==> config.mk <==
export PLATFORM = sky130hd
export DESIGN_NAME = vt_encoder
export DESIGN_NICKNAME = d
export VERILOG_FILES = /design/src/rtl/vt_encoder.sv
export SDC_FILE = /design/constraint.sdc
export NUM_CORES = 1
export LEC_CHECK = 0
export ABC_CLOCK_PERIOD_IN_PS = 5500
export CORE_ASPECT_RATIO = 0.8
export CORE_MARGIN = 4
export CORE_UTILIZATION = 46
export DETAILED_ROUTE_END_ITERATION = 8
export MAX_ROUTING_LAYER = met4
export PLACE_DENSITY = 0.67
export SYNTH_ARGS = -nofsm -noshare
export SYNTH_HDL_FRONTEND = slang
export SYNTH_SLANG_ARGS = --single-unit
==> constraint.sdc <==
create_clock -name clk -period 5.5 [get_ports clk]
set_clock_uncertainty 0.05 [all_clocks]
set_input_delay 1.1 -clock clk [delete_from_list [all_inputs] [get_ports clk]]
set_output_delay 1.1 -clock clk [all_outputs]
set_load 0.01 [all_outputs]
==> src/rtl/vt_encoder.sv <==
// Sequential systematic Varshamov-Tenengolts encoder: scatters message bits into the
// non-power-of-two positions one per clock, then fills the parity positions so the checksum hits a.
module vt_encoder #(
  parameter int DATA_WIDTH = 32,
  parameter int LEN_W      = 8
) (
  input  logic                  clk,
  input  logic                  rst_n,
  input  logic                  start,
  input  logic [DATA_WIDTH-1:0] msg_in,
  input  logic [LEN_W-1:0]      n_in,
  input  logic [LEN_W-1:0]      a_in,
  output logic                  busy,
  output logic [DATA_WIDTH-1:0] codeword_out,
  output logic [LEN_W-1:0]      k_out,
  output logic                  done,
  output logic                  err
);

  localparam logic [1:0] IDLE    = 2'd0;
  localparam logic [1:0] SCATTER = 2'd1;
  localparam logic [1:0] FIX     = 2'd2;

  logic [1:0]            state_q, state_d;
  logic [DATA_WIDTH-1:0] cw_q, cw_d;
  logic [DATA_WIDTH-1:0] msg_q, msg_d;
  logic [LEN_W-1:0]      nLen_q, nLen_d;
  logic [LEN_W-1:0]      aRes_q, aRes_d;
  logic [LEN_W:0]        acc_q, acc_d;
  logic [LEN_W-1:0]      pos_q, pos_d;
  logic [LEN_W-1:0]      j_q, j_d;
  logic [LEN_W-1:0]      k_q, k_d;
  logic                  done_q, done_d;
  logic                  err_q, err_d;

  logic                  paramsOk;
  logic                  msgBit;
  logic [LEN_W:0]        nPlus1;
  logic [LEN_W:0]        accSum;
  logic [LEN_W:0]        accWrap;
  logic [LEN_W:0]        dVal;
  logic [LEN_W:0]        aWide;

  function automatic logic isPow2(input logic [LEN_W-1:0] v);
    return (v != '0) && ((v & (v - LEN_W'(1))) == '0);
  endfunction

  // k = n minus the number of parity positions, which equals the bit length of n.
  function automatic logic [LEN_W-1:0] calcK(input logic [LEN_W-1:0] n);
    logic [LEN_W-1:0] p;
    p = '0;
    for (int b = 0; b < LEN_W; b++) begin
      if (n[b]) p = LEN_W'(b + 1);
    end
    return n - p;
  endfunction

  assign paramsOk = (n_in >= LEN_W'(3)) && (n_in <= LEN_W'(DATA_WIDTH)) && (a_in <= n_in);

  always_comb begin
    state_d = state_q;
    cw_d    = cw_q;
    msg_d   = msg_q;
    nLen_d  = nLen_q;
    aRes_d  = aRes_q;
    acc_d   = acc_q;
    pos_d   = pos_q;
    j_d     = j_q;
    k_d     = k_q;
    done_d  = 1'b0;
    err_d   = 1'b0;

    msgBit = 1'b0;
    for (int i = 0; i < DATA_WIDTH; i++) begin
      if (j_q == LEN_W'(i)) msgBit = msg_q[i];
    end

    // acc stays in 0..n, so one conditional subtract is enough to reduce mod n+1.
    nPlus1  = {1'b0, nLen_q} + (LEN_W+1)'(1);
    aWide   = {1'b0, aRes_q};
    accSum  = acc_q + {1'b0, pos_q};
    accWrap = (accSum >= nPlus1) ? (accSum - nPlus1) : accSum;
    dVal    = (aWide >= acc_q) ? (aWide - acc_q) : (aWide + nPlus1 - acc_q);

    case (state_q)
      IDLE: begin
        if (start) begin
          if (paramsOk) begin
            msg_d   = msg_in;
            nLen_d  = n_in;
            aRes_d  = a_in;
            cw_d    = '0;
            acc_d   = '0;
            pos_d   = LEN_W'(1);
            j_d     = '0;
            k_d     = calcK(n_in);
            state_d = SCATTER;
          end else begin
            cw_d   = '0;
            k_d    = '0;
            done_d = 1'b1;
            err_d  = 1'b1;
          end
        end
      end
      SCATTER: begin
        for (int i = 0; i < DATA_WIDTH; i++) begin
          if (pos_q == LEN_W'(i + 1)) cw_d[i] = isPow2(pos_q) ? 1'b0 : msgBit;
        end
        if (!isPow2(pos_q)) begin
          j_d = j_q + LEN_W'(1);
          if (msgBit) acc_d = accWrap;
        end
        pos_d = pos_q + LEN_W'(1);
        if (pos_q == nLen_q) state_d = FIX;
      end
      FIX: begin
        // Parity bit at position 2^b carries bit b of the checksum deficit.
        for (int i = 0; i < DATA_WIDTH; i++) begin
          for (int b = 0; b <= LEN_W; b++) begin
            if ((1 << b) == (i + 1)) cw_d[i] = dVal[b];
          end
        end
        done_d  = 1'b1;
        state_d = IDLE;
      end
      default: state_d = IDLE;
    endcase
  end

  always_ff @(posedge clk or negedge rst_n) begin
    if (!rst_n) begin
      state_q <= IDLE;
      cw_q    <= '0;
      msg_q   <= '0;
      nLen_q  <= '0;
      aRes_q  <= '0;
      acc_q   <= '0;
      pos_q   <= '0;
      j_q     <= '0;
      k_q     <= '0;
      done_q  <= 1'b0;
      err_q   <= 1'b0;
    end else begin
      state_q <= state_d;
      cw_q    <= cw_d;
      msg_q   <= msg_d;
      nLen_q  <= nLen_d;
      aRes_q  <= aRes_d;
      acc_q   <= acc_d;
      pos_q   <= pos_d;
      j_q     <= j_d;
      k_q     <= k_d;
      done_q  <= done_d;
      err_q   <= err_d;
    end
  end

  assign busy         = (state_q != IDLE);
  assign codeword_out = cw_q;
  assign k_out        = k_q;
  assign done         = done_q;
  assign err          = err_q;

endmodule

; ---- Yosys cells after proc, flatten, opt, wreduce, memory -nomap -nowiden
; Cells that the tools add are included.
[word_totals]
out_inout_bits = 43
word_cells = 318
input_bits = 51
regBits = 117
[classes]
n_reduce_logical = 48
order_cmp = 5
add_sub_neg = 10
n_bitwise = 1
n_mux = 109
n_eq_ne = 103
[ops]
columns = cell, n
row1 = $eq A8 B5 Y1 const B, 32
row2 = $eq A8 B4 Y1 const B, 16
row3 = $mux W8, 16
row4 = $reduce_and A3 Y1, 35
row5 = $ne A2 B2 Y1 const B, 37
row6 = $mux W1, 69
row7 = $eq A8 B3 Y1 const B, 8
row8 = $mux W9, 5
row9 = $eq A8 B2 Y1 const B, 4
row10 = $mux W32, 1
row11 = $pmux W8 S2, 2
row12 = $pmux W15 S2, 1
row13 = $pmux W9 S2, 1
row14 = $add A8 B1 Y8 const B, 2
row15 = $eq A8 B1 Y1 const B, 2
row16 = $logic_not A8 Y1, 2
row17 = $pmux W7 S2, 1
row18 = $pmux W1 S3, 4
row19 = $sub A6 B6 Y6, 2
row20 = $add A8 B1 Y9 const B, 1
row21 = $add A9 B8 Y9, 1
row22 = $ge A8 B9 Y1, 1
row23 = $ge A9 B9 Y1, 1
row24 = $sub A9 B9 Y9, 1
row25 = other kinds (25), 31

; ---- Logic depth before layout (Yosys ltp)
; Gate-level depths: netlist of run 1.
[logic_depth]
depth_word = 36
ltp_mapped = 14
depth_no_buf = 14

; ---- Worst setup path after synthesis of run 1
; No wires, ideal clock.
[synth_timing]
path_type = reg2reg
from = register pos_q[0]
to = register acc_q[0]
path_stages_with_launch = 14
arrival_time_ns = 3.597
setup_ns = 0.101
path_buffers = 1
required_time_ns = 5.349
synth_period_minus_slack_ns = 3.747
setup_slack_ns = 1.753
path_cell_list = dfrtp_1 -> ha_1 -> fa_1 -> a21o_1 -> a211oi_1 -> nor2_1 -> o41ai_1 -> xnor2_1 -> ha_1 -> or3_1 -> o221ai_1 -> buf_1 -> mux2_2 -> o32ai_1
[synth_between]
elab_chain_len = 6
word_cells_on_any_way = 14
cone_classes = 3 x add/sub / 1 x order compare / 1 x eq/ne / 4 x mux / 1 x bitwise / 4 x reduce/logical
[synth_rtl]
columns = element, line
row1 = from (decl), 30  ; logic [LEN_W-1:0] pos_q, pos_d;
row2 = from (signal assigned), 151  ; pos_q <= pos_d;
row3 = $add A9 B8 Y9 or $sub A8 B1 Y8 (tied branches), "81, 45"
row4 = "$sub A9 B9 Y9, or another cell as far along", 82  ; accWrap = (accSum >= nPlus1) ? (accSum - nPlus1) : accSum;
row5 = $mux W9 or $logic_not A8 Y1 (tied branches), "82, 45"
row6 = $mux W9 or $logic_and A1 B1 Y1 (tied branches), "112, 45"
row7 = $mux W9 or $ne A2 B2 Y1 (tied branches), --
row8 = $pmux W9 S2 or $reduce_and A5 Y1 (tied branches), --
row9 = to (signal assigned), 138  ; acc_q <= '0;
row10 = to (signal assigned), 150  ; acc_q <= acc_d;
row11 = to (decl), 29  ; logic [LEN_W:0] acc_q, acc_d;
; Several ways; a longest one is shown, not always the timed one. The select of a mux whose other input is x is not followed.
; A chain may end at the register's enable or synchronous reset.

; ---- Final worst setup path of run 1
[layout_timing]
from = register pos_q[0]
to = register acc_q[6]
; The elaborated chain is that of the path after synthesis.

==> results of run 1 <==
[per-stage QoR]
stage | hold slack, ps | utilization [%] | cells | instance area (sq um)
after detailed placement | 422 | 53.1 | 1133 | 9260
after global routing | 473 | 56.6 | 1164 | 9860
after global placement | 427 | 53.1 | 1133 | 9260
after floorplan | 422 | - | 859 | 8200
final | 439 | 56.6 | 1164 | 9860
after CTS | 441 | 56.6 | 1164 | 9860
[layout by cell type (no fill, tap or decap), types with 14 or more instances in the layout]
cell type	instances
dfrtp_1	117
clkdlybuf4s50_1	92
nand2_1	75
a21oi_1	64
ha_1	57
o21ai_0	56
inv_1	49
mux2_2	46
xnor2_1	38
nor2_1	27
o31ai_1	26
mux2i_1	20
a21o_1	18
nor2b_1	17
clkbuf_16	17
nand3_1	16
a211oi_1	14
a31oi_1	14
[cell families (layout without fill, tap and decap cells)]
| kind of cell | Yosys count | in the layout | synth area share, % |
|---|---|---|---|
| flops | 117 | 117 | 35.7 |
| xor+xnor | 49 | 49 | 5.40 |
| mux | 66 | 66 | 8.76 |
| simple gates | 201 | 201 | 12.3 |
| fa+ha+maj | 66 | 66 | 10.9 |
| compound gates | 257 | 257 | 21.8 |
| buf+inv | 103 | 183 | 5.22 |
[cell usage after synthesis, types with 2 or more instances]
cell type	number	share of area (%)
o21a_1	3	0.27
a21o_1	18	1.6
o21ai_0	56	3.4
o31ai_1	26	2.4
nor2_1	27	1.2
o32ai_1	9	0.96
a2111oi_0	3	0.32
a2111oi_2	7	1.3
fa_1	9	2.2
o21bai_1	2	0.18
buf_2	15	0.92
nand3_1	16	0.98
o221ai_1	2	0.21
and3_1	6	0.46
or2_2	3	0.23
o21ai_1	2	0.12
nor4_1	4	0.31
a31oi_1	14	1.1
ha_1	57	8.7
o41ai_2	8	1.6
or3_1	4	0.31
xnor2_1	38	4.1
mux2i_1	20	2.4
a211oi_1	14	1.3
clkbuf_1	32	1.5
o211ai_1	6	0.55
nand4_1	9	0.69
a221oi_1	4	0.43
a21oi_1	64	3.9
nand2_1	75	3.4
and2_1	8	0.61
nor3b_1	4	0.37
buf_1	4	0.18
nor3_1	8	0.49
inv_1	49	2.2
mux2_2	46	6.3
nand2b_1	9	0.69
nand4b_1	5	0.53
o211a_1	2	0.24
xor2_1	10	1.1
nor2b_1	17	1.3
o41ai_1	3	0.32
dfrtp_1	117	36
buf_6	3	0.41
[registers in the layout (all words and copies together), names as in the netlist]
signal	cells
state_q	2
msg_q	32
pos_q	8
err	1
aRes_q	8
done	1
j_q	8
k_out	8
acc_q	9
nLen_q	8
codeword_out	32
[how the worst min path moves through the flow]
stage / slack (ps) / to / depth (start not counted)
2_1_floorplan: 420 / msg_q[7] / 1
3_3_place_gp: 430 / k_out[4] / 2
3_5_place_dp: 420 / k_out[0] / 2
4_1_cts: 440 / k_out[0] / 2
5_1_grt: 470 / k_out[2] / 2
6_report: 440 / k_out[0] / 2
[worst max-delay path: cells and delay by family (launching register included)]
kind | cells | cell delay (ps)
compound gates | 6 | 1620
xor+xnor | 1 | 190
fa+ha+maj | 3 | 990
buf+inv | 1 | 270
flops | 1 | 520
mux | 1 | 230
simple gates | 2 | 210
[metal layers]
metal,GRT usage (%),routed length [um],vias to the layer above
li1,-,-,3268
met1,32.8,10400,3273
met2,31.4,9310,191
met3,3.76,1040,17
met4,5.31,256,0
met5,-,0,-
[power by group]
part | switching (W) | internal (W)
Combinational | 0.00192 | 0.00153
Sequential | 0.000287 | 0.00110
Clock | 0.000409 | 0.000718
Total | 0.00262 | 0.00335
[layout make-up]
cell class / count / area share (%)
multi-input cells: 639 / 49.4
flip-flops and latches: 117 / 29.7
repair buffers: 103 / 10.2
clock buffers: 18 / 4.45
well taps: 225 / 2.85
inverters: 49 / 1.87
clock inverters: 13 / 1.61
==> impl_metrics.ini, run 1 <==
[pwr]
leakagePower_nw = 4.25
max-vdd-ir-drop_mv = 0.259
fin_total_pwr_w = 0.00597
power_density_nw_per_um2 = 605

[drt]
drt_first_pass_iters = 5
post-route-drc-count = 0
drt_iter0_drc = 459
vias = 6749
wirelength_um = 21100
ant_nets = 0
vias_per_cell = 5.80
wl_per_cell_um = 18.1

[clock_tree]
clk_pin_slew_ps = 60
clock_sinks = 117
cts_inserted_buffers = 17
root_buffer = clkbuf_16
cts_resized = 0
clk_latency_ps = 420
clock_path_buffers = 2
hold_buffers = 0
cts-htree-levels = 4
cts_tree = yes
post_cts_buffers = 0

[worst_setup_path]
critPathArrivalTime_ps = 4450
worstReg2RegStart = pos_q[0]
cp-endpoint = acc_q[6]
path_max_fanout = 8
end_kind = flop
reg2reg_to = acc_q[6]
reg2reg_slack_ps = 1270
slowest_delay_ps = 550
slowest_stage = o41ai_1
worstSetupPathType = reg2reg
crit_start = pos_q[0]
r2r_cells = 14
startpoint_type = flop
cp.required_ps = 5720
path_cells = ha_1, fa_1, a21o_1, a211oi_1, nor2_1, o41ai_1, xnor2_1, ha_1, nor2_1, o21ai_0, o221ai_1, buf_4, mux2i_1, o32ai_1

[final_layout]
n_antenna_cell = 0
fillers = 1561
nets = 1044
area_delta_synth_final_pct = 20.2
multi_input_area_sq_um = 4870
drive_gt1_share_pct = 12.0
regArea_sq_um = 2930

[placement]
io_buffers = 93
dpl.hpwl_um = 15100
dp_slack_ps = 949
globalplace.congestion = 0.876

[logic_synthesis]
synth-edff-count = 0
syn_area_per_cell_sq_um = 9.55
syn_inst = 859
yosys_register_bits = 117
yosys_most_used_dff = dfrtp_1
ys_warn_count = 0
ys_types = 65
ys_seq_area_share_pct = 35.7
synth_nets = 976
async_flop_share_pct = 100
syn_area_sq_um = 8200

[timing]
slew_viol_final = 0
tns_ps = 0
fin_crit_ps = 4230
finalSetupViolCount = 0
fin_crit_sh_pct = 76.8
worstMarginPinSlew_ps = 1120
finalHoldViolations = 0
fin_ws_ps = 1270
maxSlewHeadroom_pct = 25.4
rsz0062_at_grt = no
max_freq_ghz = 0.237

[grt]
grt.total_usage_pct = 22.1
grt_pass1_vias = 6595
grt_max_degree = 84
gr-total-overflow = 0
antenna_found_initial = 0
grt_pass1_wl_um = 34600

[floorplanning]
rows = 43
ios = 94
die-area_sq_um = 20000
die_w_um = 157
dieHeight_um = 127
start_util_pct = 47.1
core-area_sq_um = 17400

[run]
cap_violations = 0

[min_path]
hp-start = k_out[0]
min_path_type = reg2reg

[outcome]
status = finished clean
(Power assumes the default switching activity.)
==> inputs of run 2 (changes only) <==
Settings changed: ABC_CLOCK_PERIOD_IN_PS 5500 to 4000.
Clock period 5.5 ns to 4 ns, I/O delays scaled along.
==> run 2 against run 1 <==
Net effect: sequential power increased by 33%; non-clock buffer count up 17; first-iteration DRC count increased by 3.9%; global-route usage up 0.32 points; critical path depth stayed put; setup slack lost 920 ps; die area is the same; utilization increased by 0.84 points; count of clock-buffer cells in the layout unchanged; largest power group unchanged.
==> impl_metrics.ini, run 2 (synthesis gave the netlist of run 1 again) <==
[floorplanning]
core-area_sq_um = 17400
die-area_sq_um = 20000
start_util_pct = 47.1
die_w_um = 157
ios = 94
dieHeight_um = 127
rows = 43

[pwr]
leakagePower_nw = 4.34
switching_share_pct = 44.4
cellInternalPower_w = 0.00465
fin_total_pwr_w = 0.00837
power_frac_seq_pct = 22.2
max-vdd-ir-drop_mv = 0.369
power_density_nw_per_um2 = 836
clockPowerShare_pct = 18.2
netSwitchingPower_w = 0.00372
p_comb_share_pct = 59.7

[worst_setup_path]
path_max_fanout = 4
reg2reg_slack_ps = 350
cp.required_ps = 4220
reg2reg_to = acc_q[8]
worstReg2RegStart = acc_q[0]
startpoint_type = flop
r2r_cells = 14
critPathArrivalTime_ps = 3860
end_kind = flop
worstSetupPathType = reg2reg

[timing]
slew_viol_final = 0
finalSetupViolCount = 0
rsz0062_at_grt = no
fin_crit_ps = 3650
worstMarginPinSlew_ps = 836
finalHoldViolations = 0
max_freq_ghz = 0.274
fin_crit_sh_pct = 91.2
maxSlewHeadroom_pct = 44.2
tns_ps = 0

[final_layout]
area_delta_synth_final_pct = 22.0
design_area_sq_um = 10000
fillers = 1537
nets = 1061
n_antenna_cell = 0
drive_gt1_share_pct = 13.7
final_cell_mix = dfrtp_1 (117), clkdlybuf4s50_1 (92), nand2_1 (75), a21oi_1 (64), ha_1 (57)
layout_commonest_cell = dfrtp_1

[grt]
gr-total-overflow = 0
grt_max_degree = 62
antenna_found_initial = 0
grt_pass1_wl_um = 34900
grt_pass1_vias = 6523
grt.total_usage_pct = 22.4

[drt]
post-route-drc-count = 0
wl_per_cell_um = 18.1
drt_first_pass_iters = 5
vias = 6904
drt_iter0_drc = 477
ant_nets = 0
vias_per_cell = 5.84
wirelength_um = 21500

[clock_tree]
cts-htree-levels = 4
clk_pin_slew_ps = 60
post_cts_buffers = 0
clock_sinks = 117
hold_buffers = 0
cts_inserted_buffers = 17
cts_resized = 0
clock_path_buffers = 2
root_buffer = clkbuf_16
cts_tree = yes
clk_latency_ps = 420

[min_path]
min_path_type = in2async

[outcome]
status = finished clean

[placement]
io_buffers = 93
dpl_cell_area_sq_um = 9420
dpl.hpwl_um = 15600
globalplace.congestion = 0.937

[run]
cap_violations = 0
==> run 2: cell types whose count changed in the layout (fill, tap and decap cells not counted), sizes merged <==
cell      change
buf          +17
bufinv        -1
clkinv        -1
clkinvlp      +1
inv           +2
==> run 2: worst max path at each step <==
stage | startpoint | end | slack, ps | depth (start not counted)
2_1_floorplan | pos_q[0] | acc_q[0] | 250 | 13
3_3_place_gp | n_in[5] | j_q[3] | 390 | 11
3_5_place_dp | n_in[5] | acc_q[8] | 330 | 11
4_1_cts | acc_q[0] | acc_q[3] | 390 | 13
5_1_grt | acc_q[0] | acc_q[3] | 70 | 14
6_report | acc_q[0] | acc_q[8] | 350 | 14
==> run 2: per-layer routing <==
metal | global-route usage [%] | vias up | wire length, um
li1 | - | 3322 | -
met1 | 33.0 | 3314 | 10500
met2 | 31.5 | 249 | 9270
met3 | 5.22 | 19 | 1460
met4 | 4.81 | 0 | 252
met5 | - | - | 0
==> run 2: power by group through the flow <==
| stage | clock [W] | sequential (W) | combinational (W) |
|---|---|---|---|
| final | 0.00152 | 0.00185 | 0.00499 |
| after global routing | 0.00161 | 0.00190 | 0.00551 |
| after CTS | 0.00154 | 0.00185 | 0.00497 |
| after detailed placement | 0 | 0.00187 | 0.00492 |
| after global placement | 0 | 0.00187 | 0.00487 |
| after floorplan | 0 | 0.00175 | 0.00371 |
==> run 2: cell type report <==
cell class | count | area (sq um) | area share, %
Inverter | 49 | 184 | 1.84
Multi-Input combinational cell | 639 | 4870 | 48.6
Timing Repair Buffer | 120 | 1160 | 11.6
Clock buffer | 18 | 439 | 4.39
Tap cell | 225 | 282 | 2.81
Sequential cell | 117 | 2930 | 29.3
Clock inverter | 14 | 153 | 1.53
==> run 2: worst max-delay path, stage by stage (launching register included) <==
cell and delay [ps]:
dfrtp_1 420, ha_1 240, fa_1 400, a21o_1 210
a211oi_1 230, nor2_1 90, o41ai_1 340, xnor2_1 140
ha_1 240, nor2_1 100, o21ai_0 90, o221ai_1 340
buf_4 220, mux2i_1 260, o32ai_1 120
==> run 2: stage by stage <==
step	hold WS (ps)	util, %	instances	worst slack [ps]
floorplan	422	-	859	253
detailed placement	428	54.0	1150	332
global placement	426	54.0	1150	386
finish	411	57.4	1182	354
global route	470	57.4	1182	67.6
CTS	450	57.4	1182	390
